[src/rtl/mnacidpro_ctrl_sequencer_pkg.sv]
// mnacidpro_ctrl_pkg: shared opcodes, states, pump patterns and size defaults
package mnacidpro_ctrl_pkg;
    localparam int CTRL_SIZE_DEF  = 13;
    localparam int PUMP_SIZE_DEF  = 3;
    localparam int FLUSH_SIZE_DEF = 16;
    localparam int CNT_W_DEF      = 16;
    localparam int TICK_DIV_DEF   = 1000;

    typedef enum logic [1:0] {
        OP_SET_VALVES = 2'd0,
        OP_PUMP       = 2'd1,
        OP_FLUSH      = 2'd2,
        OP_WAIT       = 2'd3
    } op_e;

    typedef enum logic [1:0] {
        ST_IDLE = 2'd0,
        ST_RUN  = 2'd1,
        ST_DONE = 2'd2
    } state_e;

    localparam logic [2:0] PUMP_PH0 = 3'b110;
    localparam logic [2:0] PUMP_PH1 = 3'b101;
    localparam logic [2:0] PUMP_PH2 = 3'b011;

    // Reverse direction walks the same three patterns backwards.
    function automatic logic [2:0] pump_pattern(input logic [1:0] phase, input logic rev);
        logic [1:0] idx;
        idx = rev ? 2'd2 - phase : phase;
        return idx == 2'd0 ? PUMP_PH0 : idx == 2'd1 ? PUMP_PH1 : PUMP_PH2;
    endfunction
endpackage

[src/rtl/mnacidpro_ctrl_sequencer_if.sv]
// mnacidpro_ctrl_sequencer_if: command handshake bus plus abort
interface mnacidpro_ctrl_sequencer_if #(
    parameter int FLUSH_SIZE = mnacidpro_ctrl_pkg::FLUSH_SIZE_DEF,
    parameter int CNT_W      = mnacidpro_ctrl_pkg::CNT_W_DEF
);
    logic                  cmd_valid;
    logic                  cmd_ready;
    logic [1:0]            cmd_op;
    logic [FLUSH_SIZE-1:0] cmd_mask;
    logic [CNT_W-1:0]      cmd_count;
    logic                  abort;

    modport master (output cmd_valid, cmd_op, cmd_mask, cmd_count, abort, input cmd_ready);
    modport slave  (input cmd_valid, cmd_op, cmd_mask, cmd_count, abort, output cmd_ready);
endinterface

[src/rtl/mnacidpro_ctrl_sequencer_tick_prescaler.sv]
// ctrl_tick_prescaler: counts 0..TICK_DIV-1 and pulses tick on the wrap cycle
module ctrl_tick_prescaler #(
    parameter int TICK_DIV = mnacidpro_ctrl_pkg::TICK_DIV_DEF
) (
    input  logic clk,
    input  logic rst,
    input  logic restart,
    output logic tick
);
    localparam int W = $clog2(TICK_DIV);
    localparam logic [W-1:0] LAST = W'(TICK_DIV - 1);

    logic [W-1:0] cnt_q, cnt_d;

    assign tick = cnt_q == LAST;

    // Restart wins over wrap so the first tick of a command is a full period.
    always_comb begin
        cnt_d = restart ? '0 : tick ? '0 : cnt_q + 1'b1;
    end

    // Prescaler register.
    always_ff @(posedge clk or posedge rst) begin
        if (rst) cnt_q <= '0;
        else     cnt_q <= cnt_d;
    end
endmodule

[src/rtl/mnacidpro_ctrl_sequencer.sv]
// mnacidpro_ctrl_sequencer: tick-timed valve, pump, flush and wait command sequencer
module mnacidpro_ctrl_sequencer
    import mnacidpro_ctrl_pkg::*;
#(
    parameter int CTRL_SIZE  = CTRL_SIZE_DEF,
    parameter int PUMP_SIZE  = PUMP_SIZE_DEF,
    parameter int FLUSH_SIZE = FLUSH_SIZE_DEF,
    parameter int TICK_DIV   = TICK_DIV_DEF,
    parameter int CNT_W      = CNT_W_DEF
) (
    input  logic                  clk,
    input  logic                  rst,
    mnacidpro_ctrl_sequencer_if.slave cmd,
    output logic [CTRL_SIZE-1:0]  ctrl,
    output logic [PUMP_SIZE-1:0]  pump,
    output logic [FLUSH_SIZE-1:0] flush,
    output logic                  busy,
    output logic                  done
);
    state_e                state_q, state_d;
    op_e                   op_q, op_d;
    logic                  dir_q, dir_d;
    logic [CNT_W-1:0]      count_q, count_d;
    logic [CNT_W-1:0]      cnt_q, cnt_d;
    logic [1:0]            phase_q, phase_d;
    logic [CTRL_SIZE-1:0]  ctrl_q, ctrl_d;
    logic [PUMP_SIZE-1:0]  pump_q, pump_d;
    logic [FLUSH_SIZE-1:0] flush_q, flush_d;

    logic             ready, accept, tick, last;
    logic [CNT_W:0]   cnt_inc;
    op_e              in_op;

    assign ready         = state_q == ST_IDLE && !cmd.abort;
    assign accept        = ready && cmd.cmd_valid;
    assign cmd.cmd_ready = ready;
    assign in_op         = op_e'(cmd.cmd_op);
    // One extra bit keeps the count compare exact at the maximum count.
    assign cnt_inc       = {1'b0, cnt_q} + {{CNT_W{1'b0}}, 1'b1};
    assign last          = cnt_inc == {1'b0, count_q};

    assign ctrl  = ctrl_q;
    assign pump  = pump_q;
    assign flush = flush_q;
    assign busy  = state_q == ST_RUN;
    assign done  = state_q == ST_DONE;

    ctrl_tick_prescaler #(.TICK_DIV(TICK_DIV)) u_prescaler (
        .clk     (clk),
        .rst     (rst),
        .restart (accept),
        .tick    (tick)
    );

    // Next-state and output-register logic for the IDLE/RUN/DONE sequencer.
    always_comb begin
        state_d = state_q;
        op_d    = op_q;
        dir_d   = dir_q;
        count_d = count_q;
        cnt_d   = cnt_q;
        phase_d = phase_q;
        ctrl_d  = ctrl_q;
        pump_d  = pump_q;
        flush_d = flush_q;
        case (state_q)
            ST_IDLE: begin
                if (accept) begin
                    op_d    = in_op;
                    dir_d   = cmd.cmd_mask[0];
                    count_d = cmd.cmd_count;
                    cnt_d   = '0;
                    phase_d = 2'd0;
                    if (in_op == OP_SET_VALVES) begin
                        ctrl_d  = cmd.cmd_mask[CTRL_SIZE-1:0];
                        state_d = ST_DONE;
                    end else if (cmd.cmd_count == '0) begin
                        state_d = ST_DONE;
                    end else begin
                        state_d = ST_RUN;
                        if (in_op == OP_PUMP)  pump_d  = PUMP_SIZE'(pump_pattern(2'd0, cmd.cmd_mask[0]));
                        if (in_op == OP_FLUSH) flush_d = cmd.cmd_mask;
                    end
                end
            end
            ST_RUN: begin
                if (cmd.abort) begin
                    state_d = ST_DONE;
                    pump_d  = '0;
                    flush_d = '0;
                end else if (tick) begin
                    if (op_q == OP_PUMP) begin
                        phase_d = phase_q == 2'd2 ? 2'd0 : phase_q + 2'd1;
                        if (phase_q == 2'd2) cnt_d = cnt_inc[CNT_W-1:0];
                        if (phase_q == 2'd2 && last) begin
                            state_d = ST_DONE;
                            pump_d  = '0;
                        end else begin
                            pump_d = PUMP_SIZE'(pump_pattern(phase_d, dir_q));
                        end
                    end else begin
                        cnt_d = cnt_inc[CNT_W-1:0];
                        if (last) begin
                            state_d = ST_DONE;
                            flush_d = '0;
                        end
                    end
                end
            end
            ST_DONE: state_d = ST_IDLE;
            default: state_d = ST_IDLE;
        endcase
    end

    // State and output registers, cleared asynchronously.
    always_ff @(posedge clk or posedge rst) begin
        if (rst) begin
            state_q <= ST_IDLE;
            op_q    <= OP_SET_VALVES;
            dir_q   <= 1'b0;
            count_q <= '0;
            cnt_q   <= '0;
            phase_q <= 2'd0;
            ctrl_q  <= '0;
            pump_q  <= '0;
            flush_q <= '0;
        end else begin
            state_q <= state_d;
            op_q    <= op_d;
            dir_q   <= dir_d;
            count_q <= count_d;
            cnt_q   <= cnt_d;
            phase_q <= phase_d;
            ctrl_q  <= ctrl_d;
            pump_q  <= pump_d;
            flush_q <= flush_d;
        end
    end
endmodule

[src/flat_wrapper.sv]
// flat-port wrapper written by rule: the top's interface ports become plain ports
module mnacidpro_ctrl_sequencer_flat import mnacidpro_ctrl_pkg::*;
#(
    parameter int CTRL_SIZE  = CTRL_SIZE_DEF,
    parameter int PUMP_SIZE  = PUMP_SIZE_DEF,
    parameter int FLUSH_SIZE = FLUSH_SIZE_DEF,
    parameter int TICK_DIV   = TICK_DIV_DEF,
    parameter int CNT_W      = CNT_W_DEF
)
  (clk, rst, ctrl, pump, flush, busy, done, cmd_cmd_valid, cmd_cmd_op, cmd_cmd_mask, cmd_cmd_count, cmd_abort, cmd_cmd_ready);
  mnacidpro_ctrl_sequencer_if #(.FLUSH_SIZE(FLUSH_SIZE), .CNT_W(CNT_W)) cmd_i ();
  input  logic clk;
  input  logic rst;
  output logic [CTRL_SIZE-1:0] ctrl;
  output logic [PUMP_SIZE-1:0] pump;
  output logic [FLUSH_SIZE-1:0] flush;
  output logic busy;
  output logic done;
  input wire logic [$bits(cmd_i.cmd_valid)-1:0] cmd_cmd_valid;
  input wire logic [$bits(cmd_i.cmd_op)-1:0] cmd_cmd_op;
  input wire logic [$bits(cmd_i.cmd_mask)-1:0] cmd_cmd_mask;
  input wire logic [$bits(cmd_i.cmd_count)-1:0] cmd_cmd_count;
  input wire logic [$bits(cmd_i.abort)-1:0] cmd_abort;
  output wire logic [$bits(cmd_i.cmd_ready)-1:0] cmd_cmd_ready;
  assign cmd_i.cmd_valid = cmd_cmd_valid;
  assign cmd_i.cmd_op = cmd_cmd_op;
  assign cmd_i.cmd_mask = cmd_cmd_mask;
  assign cmd_i.cmd_count = cmd_cmd_count;
  assign cmd_i.abort = cmd_abort;
  assign cmd_cmd_ready = cmd_i.cmd_ready;
  mnacidpro_ctrl_sequencer #(.CTRL_SIZE(CTRL_SIZE), .PUMP_SIZE(PUMP_SIZE), .FLUSH_SIZE(FLUSH_SIZE), .TICK_DIV(TICK_DIV), .CNT_W(CNT_W)) u_core (.clk(clk), .rst(rst), .cmd(cmd_i), .ctrl(ctrl), .pump(pump), .flush(flush), .busy(busy), .done(done));
endmodule
[config.mk]
export PLATFORM = sky130hd
export DESIGN_NAME = mnacidpro_ctrl_sequencer_flat
export DESIGN_NICKNAME = d
export VERILOG_FILES = /design/src/rtl/mnacidpro_ctrl_sequencer_pkg.sv /design/src/rtl/mnacidpro_ctrl_sequencer_if.sv /design/src/rtl/mnacidpro_ctrl_sequencer_tick_prescaler.sv /design/src/rtl/mnacidpro_ctrl_sequencer.sv /design/src/flat_wrapper.sv
export SDC_FILE = /design/constraint.sdc
export NUM_CORES = 1
export LEC_CHECK = 0
export CAP_MARGIN = 0
export CORE_MARGIN = 2
export CORE_UTILIZATION = 50
export CTS_CLUSTER_SIZE = 24
export DETAILED_ROUTE_END_ITERATION = 8
export PLACE_DENSITY = 0.87
export SYNTH_ARGS = -nofsm -noshare
export SYNTH_HDL_FRONTEND = slang
export SYNTH_HIERARCHICAL = 1
export SYNTH_SLANG_ARGS = --single-unit
[constraint.sdc]
create_clock -name clk -period 4.6 [get_ports clk]
set_clock_uncertainty 0.2 [all_clocks]
set_input_delay 0.92 -clock clk [delete_from_list [all_inputs] [get_ports clk]]
set_output_delay 0.92 -clock clk [all_outputs]
set_load 0.05 [all_outputs]
# ---- After elaboration in Yosys (flattened, before gate mapping)
# Cells that the tools add are included.
dict set report totals {
  regBits 81
  inputBits 38
  output_inout_bits 35
}
dict set report op_classes {
  add_sub_neg 4
  eq_ne 25
  mux 47
  n_reduce_logical 17
}
# op n
set ops {}
lappend ops {{16-bit two-way mux} 13}
lappend ops {{16-bit one-hot mux with 2 select lines} 2}
lappend ops {{3-bit two-way mux} 12}
lappend ops {{2-bit two-way mux} 15}
lappend ops {{10-bit two-way mux} 2}
lappend ops {{16-bit by 1-bit adder with 17-bit output, second input constant} 1}
lappend ops {{17-bit by 16-bit equality test with 1-bit output} 1}
lappend ops {{16-bit zero test} 1}
lappend ops {{2-bit != test, second input constant} 6}
lappend ops {{10-bit by 1-bit adder with 10-bit output, second input constant} 1}
lappend ops {{10-bit equality test, second input constant} 1}
lappend ops {{2-bit by 1-bit equality test with 1-bit output, second input constant} 5}
lappend ops {{5-bit AND reduction} 2}
lappend ops {{3-bit by 1-bit != test with 1-bit output, second input constant} 3}
lappend ops {{2-bit zero test} 4}
lappend ops {{2-bit one-hot mux with 2 select lines} 2}
lappend ops {{8-bit AND reduction} 1}
lappend ops {{7-bit AND reduction} 1}
lappend ops {{2-bit equality test, second input constant} 3}
lappend ops {{3-bit != test, second input constant} 2}
lappend ops {{3-bit one-hot mux with 2 select lines} 1}
lappend ops {{2-bit by 1-bit != test with 1-bit output, second input constant} 2}
lappend ops {{4-bit by 1-bit != test with 1-bit output, second input constant} 1}
lappend ops {{4-bit != test, second input constant} 1}
lappend ops {{other kinds (8)} 10}

# ---- Depth between registers and ports, before layout
# Gate-level depths: netlist of the first run.
dict set report depth {
  depth_word 12
  depth_mapped 10
  ltp_nobuf 10
}

# ---- Modules after synthesis
# The synthesis of the first run kept the hierarchy.
# module instances cells_per_inst area_per_inst_um2 seq_area_each_um2
set modules_own_cells {}
lappend modules_own_cells {mnacidpro_ctrl_sequencer 1 354 3672.3 1776.7}
lappend modules_own_cells {ctrl_tick_prescaler 1 56 511.7 250.2}

# ---- Worst setup path before layout of the first run
# OpenSTA, ideal clock, no wires.
dict set report synth_timing {
  kind {input-to-output}
  start {input cmd_abort}
  end {output cmd_cmd_ready}
  arrival_ps 2145
  required_ps 3480
  setup_slack_ps 1335
  cell_stages 2
  cell_sequence {clkbuf_1 nor3_1}
}
dict set report synth_between {
  elab_chain_cells 2
}
# element line
set synth_lines {}
lappend synth_lines {{start, declared} flat_wrapper.sv:23} ;# input wire logic [$bits(cmd_i.abort)-1:0] cmd_abort;
lappend synth_lines {{1-bit zero test} mnacidpro_ctrl_sequencer.sv:34} ;# assign ready = state_q == ST_IDLE && !cmd.abort;
lappend synth_lines {{1-bit logical AND} mnacidpro_ctrl_sequencer.sv:34}
lappend synth_lines {{end, declared} flat_wrapper.sv:24} ;# output wire logic [$bits(cmd_i.cmd_ready)-1:0] cmd_cmd_ready;
# No other way between the ends.

# ---- Final worst setup path of the first run
# Ends and elaborated chain as after synthesis.

==> results of run 1 <==
-- layout by cell type (no fill, tap or decap), types with 7 or more instances in the layout --
master           synthesis  routed
inv_1                    9       8
a21oi_1                 14      14
dfrtp_1                 81      81
xnor2_1                 17      17
a22o_1                  13      13
nand2_1                 33      33
xor2_1                  11      11
nand3_1                 15      15
nor4_1                   9       9
nor2_1                  35      35
clkdlybuf4s50_1          0      72
nand4_1                  7       7
o31ai_1                  7       7
nor3_1                   9       8
mux2_2                  34      34
clkbuf_8                 0       9
o21ai_0                 29      29
-- critical path, stage by stage --
cell	delay (ns)
clkdlybuf4s50_1	0.56
nor3_1	0.21
clkdlybuf4s50_1	0.84
-- flip-flops by register name, indices dropped and copies added (netlist names) --
| name | cells |
|---|---|
| u_core/state_q | 2 |
| u_core/pump | 3 |
| u_core/op_q | 2 |
| u_core/ctrl | 13 |
| u_core/cnt_q | 16 |
| u_core/dir_q | 1 |
| u_core/count_q | 16 |
| u_core/flush | 16 |
| u_core/phase_q | 2 |
| u_core/u_prescaler/cnt_q | 10 |
-- final timing paths --
check | startpoint | slack, ns | end | depth (start not counted)
setup / recovery | cmd_abort | 0.95 | cmd_cmd_ready | 3
hold / removal | u_core/u_prescaler/cnt_q[0]$_DFF_PP0_ | 0.31 | u_core/u_prescaler/cnt_q[0]$_DFF_PP0_ | 1
setup reg to reg | u_core/cnt_q[0]$_DFFE_PP0P_ | 0.95 | u_core/flush[12]$_DFFE_PP0P_ | 8
hold reg to reg | u_core/u_prescaler/cnt_q[0]$_DFF_PP0_ | 0.31 | u_core/u_prescaler/cnt_q[0]$_DFF_PP0_ | 1
max in group asynchronous | rst | 2.62 | u_core/count_q[10]$_DFFE_PP0P_ | 3
min in group asynchronous | rst | 0.68 | u_core/u_prescaler/cnt_q[8]$_DFF_PP0_ | 2
-- Yosys cell counts (all sizes together), types with 3 or more instances --
cell type   n  area (µm²)
a21oi      14        70.1
a22o       13         114
a31oi       6        37.5
buf         7        32.5
clkbuf     14        52.6
dfrtp      81        2030
inv         9        33.8
mux2       34         383
mux2i       5        50.1
nand2      33         124
nand2b      6        37.5
nand3      17        95.1
nand3b      3        22.5
nand4       7        43.8
nor2       35         131
nor2b       4        25.0
nor3        9        45.0
nor3b       3        22.5
nor4       11        90.1
o21ai      29         145
o2bb2ai     3        26.3
o31ai       7        52.6
or3         3        18.8
or4         4        30.0
xnor2      17         149
xor2       11        96.3
-- power by group --
group | total [mW] | switching (mW) | internal, mW
Clock | 0.606 | 0.291 | 0.316
Combinational | 1.50 | 0.890 | 0.609
Sequential | 1.20 | 0.246 | 0.954
-- cell families (layout without fill, tap and decap cells) --
group | after synthesis | in the layout | share of synthesized area (%)
buffers and inverters | 30 | 103 | 2.84
multiplexers | 39 | 39 | 10.3
flip-flops | 81 | 81 | 48.4
AO/OA/AOI/OAI | 87 | 87 | 14.0
adder cells (fa/ha/maj) | 2 | 2 | 0.598
AND/OR/NAND/NOR | 143 | 143 | 17.9
XOR/XNOR | 28 | 28 | 5.86
-- cell type report --
type	instances	area, µm²	share of cell area, %
inverter	9	33.8	0.645
timing repair buffer	78	766	14.6
sequential	81	2030	38.7
clock inverter	7	111	2.13
clock buffer	9	124	2.37
multi-input combinational	299	2040	39.0
tap	105	131	2.51
-- through the flow --
stage	total power [mW]	setup WS, ns	area [µm²]
final	3.31	0.946	5240
after global routing	3.46	0.657	5240
after CTS	3.31	0.943	5240
after detailed placement	2.69	0.960	5000
after global placement	2.63	0.974	5000
after floorplan	2.21	1.33	4180
-- routing by layer --
metal  global-route usage, %  up-vias  share of wire, %
met2                    41.3      149                51
met5                       0        -                 0
li1                        -     1625                 -
met3                    4.43       28               5.8
met4                    12.1        0               3.1
met1                    29.8     1725                40
==> out/metrics.csv, run 1 <==
metric;value;unit
synth-seq-cells;81;
max_freq;0.274;GHz
portBuffers;72;
start_kind;primary input;
cp_max_fo;8;
die_h;95.5;µm
ioPinCount;73;
path_class;primary input to primary output;
wl;10.5;mm
cts_tree;built;
final_hold_viol_count;0;
synthArstFlopShare;100;%
synth_area;4180;µm²
drt-vias-per-instance;6.00;
die_w;95.5;µm
cts_max_level;3;
grt_overflow;0;
synthCells;410;
final_nets;518;
syn-num-nets;450;
clk_pin_slew;0.08;ns
yosys_warnings;6;
holdBufCountCts;0;
fin_cells;588;
place_congestion;0.898;
fp-row-count;33;
ant_nets;0;
antenna_found_initial;0;
placedCellCount;572;
power.leakage;2.11;nW
maxCapViolCount;0;
drtIter0Drc;290;
synth.avg_cell_area;10.2;µm²
diodes;0;
slew_headroom;32.3;%
rsz0062_at_grt;false;
grt_max_degree;32;
fp.coreArea;8180;µm²
vdd_drop_max;0.476;mV
hpwlAfterDp;7.42;mm
cts_buffers;9;
synth_flop_cell;dfrtp_1;
drive_above_1_share;13.5;%
clk_latency;0.37;ns
dieArea;9120;µm²
initial_core_util;51.2;%
status;finished, final reports clean;
setup_tns;0;ns
area_delta_synth_final;25.1;%
crit_arrival;2.53;ns
period_share;79.4;%
dr.pass1.iters;6;
setup_viol;0;
cts_resized;0;
fin_hold_ws;0.312;ns
crit_required;3.48;ns
grt_pass1_wl;17.0;mm
post_drt_wl_per_cell;17.8;µm
ys_types;51;
critPathCaptureType;primary output;
fillers;616;
clkSinkCount;81;
yosysSeqAreaShare;48.4;%
cts_buffer_depth;2;
tightest_slew;1.01;ns
post-route-min-period;3.65;ns
cts_root_buffer;clkbuf_8;
drc;0;
synth_edf_count;0;
grt_pass1_vias;3513;
post-cts-setup-buffers;0;
grt_usage;24.3;%
power.density;631;nW/µm²
hold_path_class;register to register;
slew_viol_final;0;
final_util;64.0;%
via_count;3527;
No activity file was read; power rests on OpenSTA's default activity.
==> run 2, diff against run 1 <==
==> constraint.sdc (replaced) <==
create_clock -name clk -period 3.64 [get_ports clk]
set_clock_uncertainty 0.2 [all_clocks]
set_input_delay 0.728 -clock clk [delete_from_list [all_inputs] [get_ports clk]]
set_output_delay 0.728 -clock clk [all_outputs]
set_load 0.05 [all_outputs]
==> out/metrics.csv, run 2 (synthesis results as in run 1) <==
metric;value;unit;change
finalWorstSetupSlack;0.236;ns;-0.710 ns
post_drt_wl_per_cell;17.0;µm;-4.3%
power.density;778;nW/µm²;+23%
final_nets;523;;+0.97%
fin_cells;593;;+0.85%
start_kind;register;;
holdBufCountCts;0;;unchanged
fillers;600;;-2.6%
crit_required;3.73;ns;+0.25 ns
power_frac_clock;16.5;%;-1.8 points
fp.coreArea;8180;µm²;unchanged
path_buf_inv;1;;-1
wl_met3;518;µm;-15%
min_path_cells;1;;unchanged
drtIter0Drc;168;;-42%
placedCellCount;577;;+0.87%
path_cells;ha_1 > nand3_1 > buf_4 > nor3_1 > mux2i_1 > a31oi_1 > nor4_4 > o311ai_2 > a22o_1;;
cts_buffer_depth;2;;unchanged
cp_max_fo;13;;+5
p_seq_share;35.8;%;-0.5 points
initial_core_util;51.2;%;unchanged
power.leakage;2.12;nW;+0.46%
power.internal;2.32;mW;+23%
setup_tns;0;ns;unchanged
status;finished, final reports clean;;
die_w;95.5;µm;unchanged
wl_met1;4.20;mm;+0.99%
layout_common_cells;dfrtp_1 (81), clkdlybuf4s50_1 (72), nor2_1 (35);;
critPathCaptureType;register;;
cts_root_buffer;clkbuf_8;;
ioPinCount;73;;unchanged
hold_path_class;register to register;;
grt_pass1_vias;3498;;-0.43%
cts_buffers;9;;unchanged
mostFrequentLayoutCell;dfrtp_1;;
antenna_found_initial;0;;unchanged
path_depth;9;;+6
wl;10.1;mm;-3.4%
final_util;64.2;%;+0.18 points
swShare;43.3;%;+0.090 points
grt_overflow;0;;unchanged
vdd_drop_max;0.514;mV;+8.1%
r2r-start;u_core/cnt_q[0]$_DFFE_PP0P_;;
stdcell_area;5250;µm²;+0.29%
cp_slowest_cell;o311ai_2;;
drt-vias-per-instance;5.85;;-2.4%
fin_hold_ws;0.310;ns;-0.00224 ns
wl_met2;5.14;mm;-4.2%
area_delta_synth_final;25.5;%;
place_congestion;0.876;;-2.5%
cp_top_family;compound AO/OA/AOI/OAI gates;;
grt_pass1_wl;16.6;mm;-2.4%
path_class;register to register;;
slew_viol_final;0;;unchanged
r2r_cells;9;;+1
diodes;0;;unchanged
post-place-ws;0.289;ns;-0.671 ns
crit_arrival;3.50;ns;+0.97 ns
drive_above_1_share;14.3;%;+0.89 points
cts_tree;built;;
ant_nets;0;;unchanged
drc;0;;unchanged
cts_max_level;3;;unchanged
dr.pass1.iters;4;;-2
post-cts-setup-buffers;0;;unchanged
top_layer;met4;;
power;4.09;mW;+24%
via_count;3470;;-1.6%
hold_start;u_core/op_q[0]$_DFFE_PP0P_;;
grt_usage;23.6;%;-0.66 points
clk_latency;0.35;ns;-0.02 ns
power_switching;1.77;mW;+24%
tightest_slew;0.939;ns;-0.0750 ns
portBuffers;72;;unchanged
final_hold_viol_count;0;;unchanged
maxCapViolCount;0;;unchanged
grt_max_degree;54;;+69%
dieArea;9120;µm²;unchanged
max_freq;0.294;GHz;
startpoint;u_core/cnt_q[0]$_DFFE_PP0P_;;
fp-row-count;33;;unchanged
combPwrFrac;47.7;%;+2.4 points
slew_headroom;37.3;%;+5.0 points
dpl_cell_area;5050;µm²;+1.0%
slowest_delay;0.78;ns;-0.06 ns
setup_viol;0;;unchanged
rsz0062_at_grt;false;;
post-route-min-period;3.40;ns;
clkSinkCount;81;;unchanged
cts_resized;0;;unchanged
hpwlAfterDp;7.24;mm;-2.5%
period_share;93.5;%;
die_h;95.5;µm;unchanged
clk_pin_slew;0.09;ns;about the same
-- run 2: final cells by class --
class                      count  area, µm²  area share [%]
timing repair buffer          83        816            15.5
clock inverter                 7       76.3            1.45
clock buffer                   9        124            2.36
multi-input combinational    299       2040            38.9
sequential                    81       2030            38.6
inverter                       9       33.8           0.643
tap                          105        131            2.50
-- run 2: worst paths after layout --
path	to	slack, ns
min in group asynchronous	u_core/u_prescaler/cnt_q[7]$_DFF_PP0_	0.49
max	u_core/flush[11]$_DFFE_PP0P_	0.24
max in group asynchronous	u_core/cnt_q[4]$_DFFE_PP0P_	2.11
min reg2reg	u_core/op_q[0]$_DFFE_PP0P_	0.31
min	u_core/op_q[0]$_DFFE_PP0P_	0.31
max reg2reg	u_core/flush[11]$_DFFE_PP0P_	0.24
-- run 2: metal layers --
metal | track usage, % | vias to the layer above
li1 | - | 1634
met1 | 29.4 | 1701
met2 | 39.3 | 118
met3 | 4.58 | 17
met4 | 12.0 | 0
met5 | 0 | -
-- run 2: power groups by stage --
| stage | logic, mW | registers (mW) | clock network, mW |
|---|---|---|---|
| after CTS | 1.95 | 1.46 | 0.687 |
| after global placement | 1.89 | 1.46 | 0 |
| after detailed placement | 1.93 | 1.47 | 0 |
| final | 1.95 | 1.46 | 0.675 |
| after floorplan | 0.899 | 1.89 | 0 |
| after global routing | 2.08 | 1.50 | 0.725 |
